### src/rtl/csr_pkg.sv
// Shared constants and types for the machine-mode CSR unit.
// Addresses, operation encoding, trap causes and status bit positions.
package csr_pkg;

  localparam logic [6:0] OPC_SYSTEM = 7'b1110011;

  localparam logic [11:0] CSR_MSTATUS  = 12'h300;
  localparam logic [11:0] CSR_MIE      = 12'h304;
  localparam logic [11:0] CSR_MTVEC    = 12'h305;
  localparam logic [11:0] CSR_MSCRATCH = 12'h340;
  localparam logic [11:0] CSR_MEPC     = 12'h341;
  localparam logic [11:0] CSR_MCAUSE   = 12'h342;
  localparam logic [11:0] CSR_MIP      = 12'h344;
  localparam logic [11:0] CSR_MCYCLE   = 12'hB00;
  localparam logic [11:0] CSR_MINSTRET = 12'hB02;
  localparam logic [11:0] CSR_MCYCLEH  = 12'hB80;
  localparam logic [11:0] CSR_MINSTRH  = 12'hB82;
  localparam logic [11:0] CSR_MHARTID  = 12'hF14;

  typedef enum logic [1:0] {
    OP_NONE = 2'b00,
    OP_RW   = 2'b01,
    OP_RS   = 2'b10,
    OP_RC   = 2'b11
  } csr_op_t;

  localparam logic [3:0] CAUSE_MTI = 4'd7;
  localparam logic [3:0] CAUSE_MEI = 4'd11;

  localparam int MSTATUS_MIE  = 3;
  localparam int MSTATUS_MPIE = 7;
  localparam int MIP_MTIP     = 7;
  localparam int MIP_MEIP     = 11;

endpackage

### src/rtl/csr_op_decode.sv
// Decodes SYSTEM-opcode CSR instructions into operation and write intent.
// Set/clear forms with a zero source field never write.
import csr_pkg::*;

module csr_op_decode (
  input  logic       stage_valid,
  input  logic [6:0] opcode,
  input  logic [2:0] func3,
  input  logic [4:0] rs1_idx,
  output logic       is_csr,
  output csr_op_t    op,
  output logic       use_imm,
  output logic       wr_en,
  output logic       illegal_op
);

  // Pure combinational decode of func3 into op and write enable
  always_comb begin
    is_csr  = stage_valid && (opcode == OPC_SYSTEM) && (func3 != 3'b000);
    use_imm = func3[2];
    unique case (func3[1:0])
      2'b01:   op = OP_RW;
      2'b10:   op = OP_RS;
      2'b11:   op = OP_RC;
      default: op = OP_NONE;
    endcase
    illegal_op = is_csr && (op == OP_NONE);
    wr_en = is_csr && !illegal_op &&
            ((op == OP_RW) || (rs1_idx != 5'd0));
  end

endmodule

### src/rtl/csr_unit.sv
// Machine-mode CSR file, counters and interrupt/mret trap controller.
// Outputs are combinational; all state updates land on the next edge.
import csr_pkg::*;

module csr_unit #(
  parameter int             DW          = 32,
  parameter int             ADDRW       = 12,
  parameter int             CNTW        = 64,
  parameter int             HART_ID     = 0,
  parameter logic [DW-1:0]  RESET_TVEC  = 32'h0000_0100,
  parameter bit             VECTORED_EN = 1'b1
) (
  input  logic             clk,
  input  logic             rst_n,
  input  logic             stage_valid,
  input  logic [6:0]       opcode,
  input  logic [2:0]       func3,
  input  logic [4:0]       rs1_idx,
  input  logic [ADDRW-1:0] csr_addr,
  input  logic [DW-1:0]    rs1_data,
  input  logic             is_mret,
  input  logic [DW-1:0]    pc_in,
  input  logic             ext_irq,
  input  logic             timer_irq,
  output logic [DW-1:0]    csr_rdata,
  output logic             illegal_csr,
  output logic             redirect,
  output logic [DW-1:0]    redirect_pc,
  output logic             irq_taken
);

  logic          is_csr, use_imm, wr_en, illegal_op;
  csr_op_t       op;
  logic          st_mie, st_mpie, mtie, meie, mtip, meip;
  logic [DW-1:0] mtvec, mscratch, mepc, mcause;
  logic [CNTW-1:0] mcycle, minstret;
  logic [DW-1:0] old, operand, wdata, vec_pc;
  logic          addr_ok, ro_addr, csr_ill, do_wr;
  logic          irq_take, mret_take;
  logic          mei_on, mti_on;
  logic [3:0]    cause;

  csr_op_decode u_dec (
    .stage_valid (stage_valid),
    .opcode      (opcode),
    .func3       (func3),
    .rs1_idx     (rs1_idx),
    .is_csr      (is_csr),
    .op          (op),
    .use_imm     (use_imm),
    .wr_en       (wr_en),
    .illegal_op  (illegal_op)
  );

  // Read mux: old value of the addressed CSR
  always_comb begin
    old     = '0;
    addr_ok = 1'b1;
    unique case (csr_addr)
      CSR_MSTATUS: begin
        old[MSTATUS_MIE]  = st_mie;
        old[MSTATUS_MPIE] = st_mpie;
      end
      CSR_MIE: begin
        old[MIP_MTIP] = mtie;
        old[MIP_MEIP] = meie;
      end
      CSR_MIP: begin
        old[MIP_MTIP] = mtip;
        old[MIP_MEIP] = meip;
      end
      CSR_MTVEC:    old = mtvec;
      CSR_MSCRATCH: old = mscratch;
      CSR_MEPC:     old = mepc;
      CSR_MCAUSE:   old = mcause;
      CSR_MCYCLE:   old = mcycle[DW-1:0];
      CSR_MCYCLEH:  old = mcycle[CNTW-1:DW];
      CSR_MINSTRET: old = minstret[DW-1:0];
      CSR_MINSTRH:  old = minstret[CNTW-1:DW];
      CSR_MHARTID:  old = DW'(HART_ID);
      default:      addr_ok = 1'b0;
    endcase
  end

  // Trap arbitration, write data and combinational outputs
  always_comb begin
    mei_on    = meip && meie;
    mti_on    = mtip && mtie;
    irq_take  = rst_n && stage_valid && st_mie && (mei_on || mti_on);
    cause     = mei_on ? CAUSE_MEI : CAUSE_MTI;
    mret_take = stage_valid && is_mret && !irq_take;
    ro_addr   = (csr_addr[ADDRW-1:ADDRW-2] == 2'b11) ||
                (csr_addr == CSR_MIP);
    csr_ill   = is_csr && !irq_take &&
                (illegal_op || !addr_ok || (wr_en && ro_addr));
    do_wr     = wr_en && !csr_ill && !irq_take;
    operand   = use_imm ? DW'(rs1_idx) : rs1_data;
    unique case (op)
      OP_RW:   wdata = operand;
      OP_RS:   wdata = old | operand;
      OP_RC:   wdata = old & ~operand;
      default: wdata = old;
    endcase
    vec_pc = {mtvec[DW-1:2], 2'b00};
    if (VECTORED_EN && (mtvec[1:0] == 2'b01))
      vec_pc = vec_pc + DW'({cause, 2'b00});
    csr_rdata   = (rst_n && is_csr && !csr_ill && !irq_take) ? old : '0;
    illegal_csr = rst_n && csr_ill;
    irq_taken   = irq_take;
    redirect    = rst_n && (irq_take || mret_take);
    redirect_pc = '0;
    if (rst_n && irq_take)
      redirect_pc = vec_pc;
    else if (rst_n && mret_take)
      redirect_pc = mepc;
  end

  // Status, enable, pending and trap CSR state
  always_ff @(posedge clk or negedge rst_n) begin
    if (!rst_n) begin
      st_mie   <= 1'b0;
      st_mpie  <= 1'b0;
      mtie     <= 1'b0;
      meie     <= 1'b0;
      mtip     <= 1'b0;
      meip     <= 1'b0;
      mtvec    <= RESET_TVEC;
      mscratch <= '0;
      mepc     <= '0;
      mcause   <= '0;
    end else begin
      mtip <= timer_irq;
      meip <= ext_irq;
      if (irq_take) begin
        mepc    <= {pc_in[DW-1:2], 2'b00};
        mcause  <= {1'b1, (DW-1)'(cause)};
        st_mpie <= st_mie;
        st_mie  <= 1'b0;
      end else if (mret_take) begin
        st_mie  <= st_mpie;
        st_mpie <= 1'b1;
      end
      if (do_wr) begin
        unique case (csr_addr)
          CSR_MSTATUS: begin
            st_mie  <= wdata[MSTATUS_MIE];
            st_mpie <= wdata[MSTATUS_MPIE];
          end
          CSR_MIE: begin
            mtie <= wdata[MIP_MTIP];
            meie <= wdata[MIP_MEIP];
          end
          CSR_MTVEC: begin
            mtvec <= {wdata[DW-1:2],
                      (VECTORED_EN && (wdata[1:0] == 2'b01)) ?
                      2'b01 : 2'b00};
          end
          CSR_MSCRATCH: mscratch <= wdata;
          CSR_MEPC:     mepc <= {wdata[DW-1:2], 2'b00};
          CSR_MCAUSE:   mcause <= wdata;
          default: ;
        endcase
      end
    end
  end

  // 64-bit counters; a write to either half replaces that cycle's increment
  always_ff @(posedge clk or negedge rst_n) begin
    if (!rst_n) begin
      mcycle   <= '0;
      minstret <= '0;
    end else begin
      if (do_wr && (csr_addr == CSR_MCYCLE))
        mcycle[DW-1:0] <= wdata;
      else if (do_wr && (csr_addr == CSR_MCYCLEH))
        mcycle[CNTW-1:DW] <= wdata;
      else
        mcycle <= mcycle + 1'b1;
      if (do_wr && (csr_addr == CSR_MINSTRET))
        minstret[DW-1:0] <= wdata;
      else if (do_wr && (csr_addr == CSR_MINSTRH))
        minstret[CNTW-1:DW] <= wdata;
      else if (stage_valid && !irq_take)
        minstret <= minstret + 1'b1;
    end
  end

endmodule
### config.mk
export PLATFORM = sky130hd
export DESIGN_NAME = csr_unit
export DESIGN_NICKNAME = d
export VERILOG_FILES = /design/src/rtl/csr_pkg.sv /design/src/rtl/csr_op_decode.sv /design/src/rtl/csr_unit.sv
export SDC_FILE = /design/constraint.sdc
export NUM_CORES = 1
export LEC_CHECK = 0
export ABC_AREA = 1
export CAP_MARGIN = 25
export CORE_MARGIN = 3
export CORE_UTILIZATION = 45
export CTS_CLUSTER_SIZE = 28
export DETAILED_ROUTE_END_ITERATION = 12
export SKIP_CTS_REPAIR_TIMING = 1
export SYNTH_ARGS = -nofsm -noshare
export SYNTH_HDL_FRONTEND = slang
export SYNTH_HIERARCHICAL = 1
export SYNTH_SLANG_ARGS = --single-unit
### constraint.sdc
create_clock -name clk -period 3.71 [get_ports clk]
set_input_delay 0.9275 -clock clk [delete_from_list [all_inputs] [get_ports clk]]
set_output_delay 0.9275 -clock clk [all_outputs]
set_load 0.01 [all_outputs]
---- Yosys cells after proc, flatten, opt, wreduce, memory -nomap -nowiden ----
Index checks and enable logic that the tools add are counted.
storage, ports and cells
  bits in registers ....................... 262
  input port bits ......................... 97
  logic and storage cells ................. 133
operators by class
  add/sub/neg operators ................... 3
  equality and inequality tests ........... 24
  mux-type cells .......................... 38
  bitwise operators ....................... 4
  reduce and logical (&&, ||, !) cells .... 50
operator list
  kind                                                   number
  2-to-1 mux 32 bit                                      17
  case mux 20 bit (8 select lines)                       1
  adder 64 x 1 -> 64 bit, second input constant          2
  case mux 32 bit (3 select lines)                       1
  equality test 12 x 10 -> 1 bit, second input constant  7
  case mux 3 bit (8 select lines)                        3
  2-to-1 mux 64 bit                                      1
  equality test 12 bit, second input constant            5
  adder 32 x 6 -> 32 bit                                 1
  bitwise AND 32 bit                                     1
  inverter 32 bit                                        1
  bitwise OR 32 bit                                      1
  logical AND 1 bit                                      29
  OR reduction 12 bit                                    1
  case mux 1 bit (11 select lines)                       1
  equality test 2 bit, second input constant             5
  2-to-1 mux 1 bit                                       10
  case mux 1 bit (10 select lines)                       1
  AND reduction 2 bit                                    5
  case mux 1 bit (9 select lines)                        1
  equality test 2 x 1 -> 1 bit, second input constant    4
  equality test 7 bit, second input constant             1
  logical OR 1 bit                                       6
  case mux 2 bit (3 select lines)                        1
  other kinds (8)                                        13

---- Depth between registers and ports, before layout ----
  depth after elaboration ................. 16
  gate-level depth with buffers ........... 17
  mapped depth without buffers ............ 16

---- By module ----
Netlist, hierarchy kept.
by module, submodules not included
  module         times used  cells an instance  area each (um^2)
  csr_unit       1           3068               19363.6
  csr_op_decode  1           25                 125.1

---- Least setup slack after synthesis ----
Ideal clock, no wire load.
  kind .................................... input-to-output
  start point ............................. in opcode[2]
  end point ............................... out csr_rdata[0]
  arrival ................................. 2389 ps
  required time ........................... 2783 ps
  setup slack ............................. 394 ps
  stages on the path ...................... 10
  path buffers ............................ 1
  cells stage by stage .................... inv_1 > nand2_2 > nor2_4 > nand3_2 > inv_1 > inv_1 > nor2_1 > nand4_1 > clkbuf_1 > a21oi_1
between the ends
  word-level cells in the longest chain between the ends .. 14
  elaborated cells between the ends (all ways) .. 17
  classes of those cells .................. eq/ne: 1; mux: 1; reduce/logical: 15
ends and longest elaborated chain
  what                              line                 RTL
  start, declared                   csr_unit.sv:16       input logic [6:0] opcode,
  equality test 7 bit *             csr_op_decode.sv:19  is_csr = stage_valid && (opcode == OPC_SYSTEM) && (func3 != 3'b000);
  logical AND 1 bit * (2 in a row)  csr_op_decode.sv:19
  net is_csr                        csr_unit.sv:32       logic is_csr, use_imm, wr_en, illegal_op;
  logical AND 1 bit                 csr_op_decode.sv:27  illegal_op = is_csr && (op == OP_NONE);
  zero test 1 bit                   csr_op_decode.sv:28  wr_en = is_csr && !illegal_op &&
  logical AND 1 bit (2 in a row)    csr_op_decode.sv:28
  logical AND 1 bit                 csr_unit.sv:95       (illegal_op || !addr_ok || (wr_en && ro_addr));
  logical OR 1 bit                  csr_unit.sv:95
  logical AND 1 bit                 csr_unit.sv:94       csr_ill = is_csr && !irq_take &&
  zero test 1 bit                   csr_unit.sv:107      csr_rdata = (rst_n && is_csr && !csr_ill && !irq_take) ? old : '0;
  logical AND 1 bit * (2 in a row)  csr_unit.sv:107
  2-to-1 mux 32 bit *               csr_unit.sv:107
  end, declared                     csr_unit.sv:25       output logic [DW-1:0] csr_rdata,
Mark *: on every way through the listed nets, which the timed path passes. The rest lies on a longest branch.

---- Final worst setup path ----
  start point ............................. in csr_addr[7]
  end point ............................... out csr_rdata[27]
between the ends
  word-level cells in the longest chain between the ends .. 11
  elaborated cells between the ends (all ways) .. 25
  classes of those cells .................. eq/ne: 12; mux: 3; reduce/logical: 10
ends and longest elaborated chain
  what                                                    line                            RTL
  start, declared                                         csr_unit.sv:19                  input logic [ADDRW-1:0] csr_addr,
  equality test 12 x 10 -> 1 bit (tied with other cells)  csr_unit.sv:59, csr_unit.sv:93
  OR reduction 12 bit (no source line)                    -
  2-to-1 mux 1 bit                                        csr_unit.sv:59                  unique case (csr_addr)
  zero test 1 bit                                         csr_unit.sv:95
  logical OR 1 bit (2 in a row)                           csr_unit.sv:95
  logical AND 1 bit                                       csr_unit.sv:94
  zero test 1 bit                                         csr_unit.sv:107
  logical AND 1 bit (2 in a row)                          csr_unit.sv:107
  2-to-1 mux 32 bit *                                     csr_unit.sv:107
Every way passes the cells marked *; elsewhere a longest branch is shown, timed or not.

==> summary.txt <==
Synthesis
  – Post-synthesis adder-cell area fraction: 0.00321
  – Post-Syn Instances: 3093
  – Syn. warnings: 6
  – Post-synth EDFFs: 0
  – Mean Syn Cell Area: 6.30 sq um
  – Synthesized area: 19500 sq um
  – Synth Area in Compound Gates: 0.0896
  – #FFs+latches synth: 261
  – Sequential area share after synthesis: 0.335
  – Ys async rst share: 1.00
  – Most frequently used flop master after synthesis: dfrtp_1
  – Synth Area in XOR/XNOR: 0.0494
  – Largest family of logic cells by synthesized area: simple AND/OR/NAND/NOR gates
  – Mux contribution to synthesized area: 0.00289
  – Net Count, Synth: 3195
  – Simple-Gate Fraction of Synth Area: 0.433
  – Cell variety after synth: 45

Final layout
  – FILL cells: 3958
  – Area grow syn2layout: 33.1%
  – Share of layout cells above drive strength 1: 0.183
  – Fin area: 25900 sq um
  – Area of the multi-input gates: 11900 sq um
  – Layout Nets: 3578
  – Area occupied by registers: 6530 sq um

Timing
  – Period utilization: 1.03
  – Final Hold Vio Count: 0
  – Slew headroom: 0.362
  – Max-slew violation count: 0
  – RSZ-0062 raised after global routing: true
  – Final WS setup: -0.126 ns
  – Final setup fails: 15
  – Clock Skew: 0.0124 ns
  – Min Clock Period, post-route: 3.84 ns
  – Hold Slack: 0.312 ns
  – Slew @ Worst Pin: 0.957 ns
  – FMAX: 261 MHz

Critical path
  – Max stage delay on crit path: 0.23 ns
  – Critical path data required time: 2.78 ns
  – Crit path DAT: 2.91 ns
  – Max FO, Critical Path: 5
  – Delay-heaviest family, CP: buffers and inverters
  – Worst R2R Setup Slack: 0.70 ns
  – Max stage delay cell, worst path: buf_12
  – Crit path cell chain: buf_2 > nor2_4 > nand2_4 > nor2_8 > nand2_2 > nand2_2 > nor2_2 > nand3_2 > nand4_1 > buf_12 > buf_12 > buf_6 > buf_4 > a21oi_2 > buf_2
  – CP Capture Type: output pin
  – Startpoint types: primary input
  – Crit path kind: primary input to output pin
  – Buf/Inv on CP: 6

Placement
  – DP Area: 23800 sq um
  – PortBufs: 161
  – Post-DP HPWL: 71900 um
  – Routability cong.: 1.05

Pwr
  – Clk network pwr share: 0.481
  – Sw Share: 0.269
  – PD cells: 269 nW/um^2
  – Comb power frac: 0.098
  – Share of total power in sequential cells: 0.421
  – Worst vdd ir: 0.373 mV
  – Lkg Pwr: 13.0 nW
  – Internal Power: 5.09 mW
  – Switch Pwr: 1.87 mW

Floorplan
  – Ports: 164
  – Row cnt: 75
  – Core area: 42300 sq um
  – Height of the die: 214 um
  – Die area: 45800 sq um
  – Die W: 214 um
  – Initial core utilization: 0.460

Routing
  – Vias per cell: 5.87
  – DR vias: 23900
  – Routed length per instance: 23.7 um
  – DR DRC count: 0
  – Antenna viol nets, final: 0
  – Drt total wl: 96600 um
  – Pre-antenna DRT Iters: 8
  – DRT iter0 DRCs: 3216

Worst hold path
  – Worst hold path type: primary input to asynchronous set/reset pin

CTS
  – Root buffer cell: clkbuf_16
  – Number of buffers created by CTS: 31
  – CTS tree: yes
  – CTS sink cnt: 261
  – CTS Buffer Depth: 3
  – Clk slew on worst S/H paths: 0.07 ns
  – H-tree depth: 1
  – Insertion delay to the later sink of the worst-skew pair: 0.61 ns

GRT
  – Initial antenna violation count: 3
  – Vias in the first global route: 22400
  – All-Layer GR Usage: 0.391
  – Largest net degree at the start of global routing: 70
  – Overflow after GRT: 0
  – First-pass GRT wire length: 138000 um

Run status
  – Outcome: complete, but fails checks
  – Failing checks: setup timing

Run
  – Max Cap Viol: 0
==> sequential cells by signal (all words and copies together) (netlist names) <==
register,count
mcycle,64
minstret,64
mcause,32
mepc,32
mscratch,32
mtvec,31
meie,1
meip,1
mtie,1
mtip,1
st_mie,1
st_mpie,1
==> placed cells by master (no fill, tap or decap), drive strengths merged, types with 2 or more instances in the layout <==
| cell | instances |
|---|---|
| nand2 | 1188 |
| nor3b | 3 |
| dlymetal6s2s | 41 |
| o21ai | 253 |
| clkinv | 9 |
| dfrtp | 260 |
| nand3 | 318 |
| a21oi | 49 |
| and3 | 3 |
| xor2 | 91 |
| nand4 | 84 |
| clkbuf | 73 |
| nor4 | 12 |
| buf | 348 |
| bufinv | 4 |
| o22ai | 18 |
| clkinvlp | 2 |
| mux2 | 5 |
| ha | 5 |
| nand3b | 3 |
| clkdlybuf4s50 | 67 |
| a31oi | 8 |
| nor3 | 68 |
| inv | 271 |
| xnor2 | 19 |
| or2 | 2 |
| nor2 | 290 |
==> area by class of cell <==
type                            instances  share of cell area
Tap cell                              577              0.0278
Clock inverter                         14             0.00733
Timing Repair Buffer                  485               0.178
Inverter                              272              0.0395
Antenna cell                            1           0.0000965
Multi-Input combinational cell       2425               0.461
Clock buffer                           44              0.0345
Sequential cell                       261               0.252
==> synth_stat cells (all sizes together), types with 5 or more instances <==
cell    count  area, sq um
nor3       68          345
nor4       12         75.1
buf        75          442
clkbuf     60          225
xnor2      19          166
nor2      290         1250
xor2       91          797
o21ai     253         1280
o22ai      18          113
mux2        5         56.3
dfrtp     260         6510
ha          5         62.6
nand2    1188         4540
inv       270         1010
nand4      84          526
nand3     318         1620
a21oi      49          257
a31oi       8         50.1
==> power by group through the flow <==
| stage | Clock, mW | Combinational, mW | Sequential [mW] |
|---|---|---|---|
| final | 3.35 | 0.685 | 2.93 |
| after global routing | 3.46 | 0.720 | 2.93 |
| after CTS | 3.35 | 0.647 | 2.93 |
| after detailed placement | 0 | 0.642 | 2.98 |
| after global placement | 0 | 0.634 | 2.98 |
| after floorplan | 0 | 0.230 | 2.96 |
==> final timing paths <==
check,from,to,cells after the start
max reg2reg,minstret[0]$_DFFE_PN0P_,minstret[58]$_DFFE_PN0P_,16
max in group asynchronous,rst_n,mcycle[27]$_DFFE_PN0P_,4
min reg2reg,mscratch[8]$_DFFE_PN0P_,mscratch[8]$_DFFE_PN0P_,2
max,csr_addr[7],csr_rdata[27],15
min in group clk,mscratch[8]$_DFFE_PN0P_,mscratch[8]$_DFFE_PN0P_,2
min,rst_n,st_mie$_DFF_PN0_,2
==> through the flow <==
step / utilization / TNS (ns) / cells / power (mW) / setup slack [ns]
detailed placement: 0.562 / -33.98 / 3978 / 3.62 / -0.960
floorplan: - / 0 / 3093 / 3.19 / 0.394
global route: 0.613 / -3.02 / 4078 / 7.11 / -0.211
CTS: 0.587 / -40.16 / 4036 / 6.92 / -0.986
finish: 0.613 / -0.787 / 4079 / 6.97 / -0.126
global placement: 0.562 / -32.62 / 3978 / 3.61 / -0.944
==> kinds of logic after synthesis <==
family / after synthesis
flops: 261
fa+ha+maj: 5
simple gates: 1971
buf+inv: 407
xor+xnor: 110
mux: 5
compound gates: 334
==> layer usage <==
layer,wire (um),up-vias,share of wire,track usage
met4,5520,6,0.057,0.178
met2,41400,1604,0.43,0.601
met1,36700,11300,0.38,0.511
li1,-,10700,-,-
met5,28,-,0.00029,0
met3,12900,342,0.13,0.113
==> worst register-to-register path, delay by kind of cell (launching register included) <==
family | cells | cell delay, ns
fa+ha+maj | 1 | 0.37
simple gates | 14 | 1.94
buf+inv | 1 | 0.18
flops | 1 | 0.43
No activity file was read; power rests on OpenSTA's default activity.
